--- config.mk ---
export PLATFORM = sky130hd
export DESIGN_NAME = wb_stage_flat
export DESIGN_NICKNAME = d
export VERILOG_FILES = /design/src/rtl/wb_stage_if.sv /design/src/rtl/wb_stage.sv /design/src/flat_wrapper.sv
export SDC_FILE = /design/constraint.sdc
export NUM_CORES = 1
export LEC_CHECK = 0
export ABC_AREA = 1
export CAP_MARGIN = 0
export CELL_PAD_IN_SITES_DETAIL_PLACEMENT = 1
export CELL_PAD_IN_SITES_GLOBAL_PLACEMENT = 2
export CORE_ASPECT_RATIO = 0.5
export CORE_UTILIZATION = 23
export CTS_CLUSTER_DIAMETER = 60
export DETAILED_ROUTE_END_ITERATION = 8
export HOLD_SLACK_MARGIN = 0.02
export PLACE_DENSITY = 0.76
export RECOVER_POWER = 100
export REMOVE_ABC_BUFFERS = 1
export SKIP_CTS_REPAIR_TIMING = 1
export SLEW_MARGIN = 15
export SYNTH_ARGS = -nofsm -noshare
export SYNTH_HDL_FRONTEND = slang
export SYNTH_SLANG_ARGS = --single-unit
--- constraint.sdc ---
create_clock -name clk -period 1.8 [get_ports clk]
set_clock_uncertainty 0.05 [all_clocks]
set_input_delay 0.36 -clock clk [delete_from_list [all_inputs] [get_ports clk]]
set_output_delay 0.36 -clock clk [all_outputs]
set_load 0.05 [all_outputs]
--- src/rtl/wb_stage_if.sv ---
// Bus bundle between the MEM stage / mul-div unit and the writeback stage.
// The master side drives MEM results and mul/div results; the slave side is wb_stage.
interface wb_stage_if #(
    parameter int XLEN       = 32,
    parameter int REG_ADDR_W = 5
);
    // MEM/WB pipeline inputs
    logic                  mem_valid;
    logic                  mem_reg_write;
    logic [REG_ADDR_W-1:0] mem_rd;
    logic [1:0]            mem_wb_sel;
    logic [2:0]            mem_funct3;
    logic [1:0]            mem_addr_lo;
    logic [XLEN-1:0]       mem_alu_result;
    logic [XLEN-1:0]       mem_load_word;
    logic [XLEN-1:0]       mem_pc_plus4;

    // Long-latency mul/div result channel
    logic                  md_valid;
    logic                  md_ready;
    logic [REG_ADDR_W-1:0] md_rd;
    logic [XLEN-1:0]       md_result;

    // Register-file write port
    logic                  reg_write;
    logic [REG_ADDR_W-1:0] rd;
    logic [XLEN-1:0]       write_data;

    modport master (
        output mem_valid, mem_reg_write, mem_rd, mem_wb_sel, mem_funct3,
               mem_addr_lo, mem_alu_result, mem_load_word, mem_pc_plus4,
               md_valid, md_rd, md_result,
        input  md_ready, reg_write, rd, write_data
    );

    modport slave (
        input  mem_valid, mem_reg_write, mem_rd, mem_wb_sel, mem_funct3,
               mem_addr_lo, mem_alu_result, mem_load_word, mem_pc_plus4,
               md_valid, md_rd, md_result,
        output md_ready, reg_write, rd, write_data
    );
endinterface

--- src/rtl/wb_stage.sv ---
// Writeback stage: MEM/WB register, load formatting, and arbitration of the single
// register-file write port between the pipeline and a one-entry mul/div result buffer.
module wb_stage #(
    parameter int XLEN       = 32,
    parameter int REG_ADDR_W = 5
) (
    input logic       clk,
    input logic       reset_n,
    wb_stage_if.slave bus
);

    typedef enum logic [1:0] {
        WB_ALU  = 2'b00,
        WB_LOAD = 2'b01,
        WB_PC4  = 2'b10,
        WB_RSVD = 2'b11
    } wb_sel_e;

    typedef enum logic [2:0] {
        LD_LB  = 3'b000,
        LD_LH  = 3'b001,
        LD_LW  = 3'b010,
        LD_LBU = 3'b100,
        LD_LHU = 3'b101
    } ld_type_e;

    // Output register and mul/div buffer state
    logic                  reg_write_q, reg_write_d;
    logic [REG_ADDR_W-1:0] rd_q, rd_d;
    logic [XLEN-1:0]       data_q, data_d;
    logic                  buf_full_q, buf_full_d;
    logic [REG_ADDR_W-1:0] buf_rd_q, buf_rd_d;
    logic [XLEN-1:0]       buf_data_q, buf_data_d;

    logic                  pipe_wr;
    logic                  md_hs;
    logic                  md_keep;
    logic [7:0]            ld_byte;
    logic [15:0]           ld_half;
    logic [XLEN-1:0]       load_data;
    logic [XLEN-1:0]       pipe_data;

    assign pipe_wr = bus.mem_valid && bus.mem_reg_write && (bus.mem_rd != '0);
    assign md_hs   = bus.md_valid && !buf_full_q;
    // Results aimed at x0 complete the handshake but are otherwise discarded.
    assign md_keep = md_hs && (bus.md_rd != '0);

    // NOTE: every signal driven in an always_comb gets a value on all paths (defaults
    // first or a default case arm); a missed path would infer a latch.
    always_comb begin
        unique case (bus.mem_addr_lo)
            2'd0:    ld_byte = bus.mem_load_word[7:0];
            2'd1:    ld_byte = bus.mem_load_word[15:8];
            2'd2:    ld_byte = bus.mem_load_word[23:16];
            default: ld_byte = bus.mem_load_word[31:24];
        endcase
        ld_half = bus.mem_addr_lo[1] ? bus.mem_load_word[31:16] : bus.mem_load_word[15:0];

        case (ld_type_e'(bus.mem_funct3))
            LD_LB:   load_data = {{(XLEN-8){ld_byte[7]}}, ld_byte};
            LD_LBU:  load_data = {{(XLEN-8){1'b0}}, ld_byte};
            LD_LH:   load_data = {{(XLEN-16){ld_half[15]}}, ld_half};
            LD_LHU:  load_data = {{(XLEN-16){1'b0}}, ld_half};
            default: load_data = bus.mem_load_word;
        endcase
    end

    always_comb begin
        case (wb_sel_e'(bus.mem_wb_sel))
            WB_LOAD: pipe_data = load_data;
            WB_PC4:  pipe_data = bus.mem_pc_plus4;
            default: pipe_data = bus.mem_alu_result;
        endcase
    end

    // Write-port arbitration: pipeline, then buffered md result, then a fresh md result.
    always_comb begin
        reg_write_d = 1'b0;
        rd_d        = rd_q;
        data_d      = data_q;
        buf_full_d  = buf_full_q;
        buf_rd_d    = buf_rd_q;
        buf_data_d  = buf_data_q;

        if (pipe_wr) begin
            reg_write_d = 1'b1;
            rd_d        = bus.mem_rd;
            data_d      = pipe_data;
            if (md_keep) begin
                buf_full_d = 1'b1;
                buf_rd_d   = bus.md_rd;
                buf_data_d = bus.md_result;
            end
        end else if (buf_full_q) begin
            reg_write_d = 1'b1;
            rd_d        = buf_rd_q;
            data_d      = buf_data_q;
            buf_full_d  = 1'b0;
        end else if (md_keep) begin
            reg_write_d = 1'b1;
            rd_d        = bus.md_rd;
            data_d      = bus.md_result;
        end
    end

    // NOTE: state updates use non-blocking assignments so every register samples
    // pre-edge values regardless of statement order.
    always_ff @(posedge clk or negedge reset_n) begin
        if (!reset_n) begin
            reg_write_q <= 1'b0;
            rd_q        <= '0;
            data_q      <= '0;
            buf_full_q  <= 1'b0;
            buf_rd_q    <= '0;
            buf_data_q  <= '0;
        end else begin
            reg_write_q <= reg_write_d;
            rd_q        <= rd_d;
            data_q      <= data_d;
            buf_full_q  <= buf_full_d;
            buf_rd_q    <= buf_rd_d;
            buf_data_q  <= buf_data_d;
        end
    end

    assign bus.reg_write  = reg_write_q;
    assign bus.rd         = rd_q;
    assign bus.write_data = data_q;
    assign bus.md_ready   = !buf_full_q;

    a_no_x0_write: assert property (@(posedge clk) disable iff (!reset_n)
        reg_write_q |-> (rd_q != '0));

endmodule

--- src/flat_wrapper.sv ---
// flat-port wrapper written by rule: the top's interface ports become plain ports
module wb_stage_flat 
#(
    parameter int XLEN       = 32,
    parameter int REG_ADDR_W = 5
)
  (clk, reset_n, bus_mem_valid, bus_mem_reg_write, bus_mem_rd, bus_mem_wb_sel, bus_mem_funct3, bus_mem_addr_lo, bus_mem_alu_result, bus_mem_load_word, bus_mem_pc_plus4, bus_md_valid, bus_md_rd, bus_md_result, bus_md_ready, bus_reg_write, bus_rd, bus_write_data);
  wb_stage_if #(.XLEN(XLEN), .REG_ADDR_W(REG_ADDR_W)) bus_i ();
  input logic clk;
  input logic reset_n;
  input wire logic [$bits(bus_i.mem_valid)-1:0] bus_mem_valid;
  input wire logic [$bits(bus_i.mem_reg_write)-1:0] bus_mem_reg_write;
  input wire logic [$bits(bus_i.mem_rd)-1:0] bus_mem_rd;
  input wire logic [$bits(bus_i.mem_wb_sel)-1:0] bus_mem_wb_sel;
  input wire logic [$bits(bus_i.mem_funct3)-1:0] bus_mem_funct3;
  input wire logic [$bits(bus_i.mem_addr_lo)-1:0] bus_mem_addr_lo;
  input wire logic [$bits(bus_i.mem_alu_result)-1:0] bus_mem_alu_result;
  input wire logic [$bits(bus_i.mem_load_word)-1:0] bus_mem_load_word;
  input wire logic [$bits(bus_i.mem_pc_plus4)-1:0] bus_mem_pc_plus4;
  input wire logic [$bits(bus_i.md_valid)-1:0] bus_md_valid;
  input wire logic [$bits(bus_i.md_rd)-1:0] bus_md_rd;
  input wire logic [$bits(bus_i.md_result)-1:0] bus_md_result;
  output wire logic [$bits(bus_i.md_ready)-1:0] bus_md_ready;
  output wire logic [$bits(bus_i.reg_write)-1:0] bus_reg_write;
  output wire logic [$bits(bus_i.rd)-1:0] bus_rd;
  output wire logic [$bits(bus_i.write_data)-1:0] bus_write_data;
  assign bus_i.mem_valid = bus_mem_valid;
  assign bus_i.mem_reg_write = bus_mem_reg_write;
  assign bus_i.mem_rd = bus_mem_rd;
  assign bus_i.mem_wb_sel = bus_mem_wb_sel;
  assign bus_i.mem_funct3 = bus_mem_funct3;
  assign bus_i.mem_addr_lo = bus_mem_addr_lo;
  assign bus_i.mem_alu_result = bus_mem_alu_result;
  assign bus_i.mem_load_word = bus_mem_load_word;
  assign bus_i.mem_pc_plus4 = bus_mem_pc_plus4;
  assign bus_i.md_valid = bus_md_valid;
  assign bus_i.md_rd = bus_md_rd;
  assign bus_i.md_result = bus_md_result;
  assign bus_md_ready = bus_i.md_ready;
  assign bus_reg_write = bus_i.reg_write;
  assign bus_rd = bus_i.rd;
  assign bus_write_data = bus_i.write_data;
  wb_stage #(.XLEN(XLEN), .REG_ADDR_W(REG_ADDR_W)) u_core (.clk(clk), .reset_n(reset_n), .bus(bus_i));
endmodule
==> impl_metrics.tcl, run 1 <==
set metrics [dict create \
    r2r-start "u_core.buf_full_q$_DFFE_PN0P_" \
    die_area_um2 21800 \
    grt.busiest_layer "met2" \
    cts.clk_slew.worst_paths_ps 60 \
    ys_seq_area_share_pct 39.0 \
    grt-ovfl-total 0 \
    grt_use_met1_pct 26.5 \
    vdd_drop_max_uv 358 \
    yosys_warnings 0 \
    die_h_um 105 \
    hold_viol 0 \
    p_leak_nw 3.46 \
    synth_most_common_cell "nand2_1" \
    diodes 0 \
    setup.worst_path.start "bus_mem_wb_sel[0]" \
    path_class "input pin to register" \
    drive_above_1_share_pct 18.3 \
    powerDensity_nw_per_um2 830 \
    fin_ws_ps 91.5 \
    vias 5517 \
    root_buffer "clkbuf_16" \
    period_share_pct 94.9 \
    critical_path.max_fanout 21 \
    antenna_found_initial 0 \
    netlist_instances 681 \
    wl_mm 21.0 \
    first_global_vias 6006 \
    crit_slowest_cell "clkdlybuf4s50_1" \
    post-route-util_pct 37.6 \
    endpoint_kind "register" \
    fin_cells 1185 \
    post-synth-top-area-fraction_pct 39.0 \
    arrival_ps 1930 \
    grt_max_degree 77 \
    grt_usage_pct 19.9 \
    syn_area_um2 4880 \
    async_flop_share_pct 100 \
    max_cap_violations 0 \
    hold_path.class "register to register" \
    row_count 37 \
    h-tree-depth 3 \
    ys.flop_type "dfrtp_1" \
    place_hpwl_mm 16.6 \
    pin_count 189 \
    core_um2 20600 \
    max_stage_delay_ps 490 \
    rsz0062_at_grt "yes" \
    start_util_pct 23.6 \
    hold_slack_ps 486 \
    worst_pin_slew_ps 1080 \
    yosys-top-cells-count "nand2_1 (168), o21ai_0 (79), dfrtp_1 (76)" \
    cts_buffers 9 \
    cp.required_ps 2020 \
    die_w_um 208 \
    crit_chain "clkdlybuf4s50_1 > inv_1 > ha_1 > inv_1 > buf_12 > o21ai_0 > a21o_1 > a21oi_1" \
    critical-path-top-delay-family "buffers and inverters" \
    ys_seq_elements 76 \
    dp.cells 1169 \
    worstRegToRegCells 5 \
    fillers 2548 \
    path_depth 8 \
    syn_avg_cell_area_um2 7.16 \
    crit_path_frequent_cell "inv_1" \
    dp_slack_ps -342 \
    min_period_ps 1710 \
    r2r_setup_slack_ps 250 \
    grtUsageMet3_pct 2.89 \
    firstDrtPassIters 4 \
    detail-route-antenna-nets 0 \
    fmax_mhz 585 \
    yosysTopAreaCell "dfrtp_1" \
    final_nets 1060 \
    synth.area.top_cells "dfrtp_1 (39%), nand2_1 (13%), o21ai_0 (8.1%)" \
    viasPerCell 4.66 \
    worst_setup_path_start_kind "input pin" \
    setup_violations 0 \
    place_congestion 0.855 \
    synth_cell_types 34 \
    max_slew_margin_pct 28.0 \
    drv_slew 0 \
    wl_per_cell_um 17.7 \
    hold_start "u_core.buf_data_q[4]$_DFFE_PN0P_" \
    crit_buf_inv 4 \
    status "completed" \
    synth_edf_count 0 \
    use_met2_pct 33.9 \
    area_growth_pct 59.1 \
    drt-initial-drc-count 237 \
    clockBufferDepth 2 \
    clock_latency_ps 350 \
    crit_path_end "u_core.bus.write_data[1]$_DFFE_PN0P_" \
    cts_sinks 76 \
    port_buffers 188 \
    cts_tree "built" \
    drc_errors 0 \
    grt_first_pass_wirelength_mm 33.5 \
    power_mw 6.44 \
    timing.rr.end "u_core.buf_data_q[31]$_DFFE_PN0P_" \
]
## layout make-up
class                      instances  area, um^2  area share (%)
clock buffer                      14         274            3.53
clock inverter                     1        30.0           0.387
sequential                        76        1900            24.5
timing repair buffer             256        2440            31.4
tap                              273         342            4.40
multi-input combinational        499        2530            32.5
inverter                          66         250            3.22
## placed cells by master, fill, tap and decap left out, types with 11 or more instances in the layout
cell,n
nor2_1,75
inv_1,59
nand2_1,168
o221ai_1,24
buf_12,11
buf_4,96
clkdlybuf4s50_1,146
nand3_1,19
a21oi_1,68
o21ai_0,77
dfrtp_1,76
## metrics by stage
stage | setup TNS (ps) | cell area, um^2
2_1_floorplan | -21330 | 4680
3_3_place_gp | -13180 | 7450
3_5_place_dp | -15430 | 7450
4_1_cts | 0 | 7760
5_1_grt | -71.7 | 7760
6_report | 0 | 7760
## flip-flops by register name, summed over array words and instances, names as in the netlist
| signal | cells |
|---|---|
| u_core.bus.reg_write | 1 |
| u_core.buf_data_q | 32 |
| u_core.buf_rd_q | 5 |
| u_core.bus.write_data | 32 |
| u_core.bus.rd | 5 |
| u_core.buf_full_q | 1 |
## worst min-delay path: cells and delay by family, from the launching register on
kind | cells | cell delay, ps
flops | 1 | 320
compound gates | 1 | 140
buf+inv | 1 | 40
## layer usage
metal	share of wire, %	vias up
met4	1.1	0
met5	0	-
met1	49	2718
met3	2.5	15
met2	47	75
li1	-	2709
## power by group
group          internal, mW  leakage (nW)  switching (mW)
clock                  1.18         0.149           0.743
sequential             2.02         0.907           0.159
combinational         0.941          2.41            1.39
## worst min path at each step
stage                                                    to  depth (start not counted)
after global placement         u_core.bus.rd[1]$_DFFE_PN0P_                          2
final                      u_core.buf_data_q[4]$_DFFE_PN0P_                          2
after detailed placement       u_core.bus.rd[0]$_DFFE_PN0P_                          2
after global routing      u_core.buf_data_q[20]$_DFFE_PN0P_                          2
after floorplan            u_core.buf_data_q[0]$_DFFE_PN0P_                          0
after CTS                      u_core.bus.rd[1]$_DFFE_PN0P_                          2
## kinds of logic (layout without fill, tap and decap cells)
kind of cell / count (synthesis) / after routing / share of synthesized area [%]
AND/OR/NAND/NOR: 280 / 280 / 24.4
adder cells (fa/ha/maj): 2 / 2 / 0.513
multiplexers: 1 / 1 / 0.231
AO/OA/AOI/OAI: 216 / 216 / 26.6
flip-flops: 76 / 76 / 39.0
buffers and inverters: 106 / 337 / 9.23
Power figures use the tool's default switching activity.
==> run 2, diff against run 1 <==
--- a/config.mk
+++ b/config.mk
@@ -11,7 +11,7 @@
 export CELL_PAD_IN_SITES_GLOBAL_PLACEMENT = 2
 export CORE_ASPECT_RATIO = 0.5
 export CORE_UTILIZATION = 23
-export CTS_CLUSTER_DIAMETER = 60
+export CTS_CLUSTER_DIAMETER = 30
 export DETAILED_ROUTE_END_ITERATION = 8
 export HOLD_SLACK_MARGIN = 0.02
 export PLACE_DENSITY = 0.76
==> results of run 2 <==
Same layout as run 1: the final DEF is identical, and so are final timing and power.
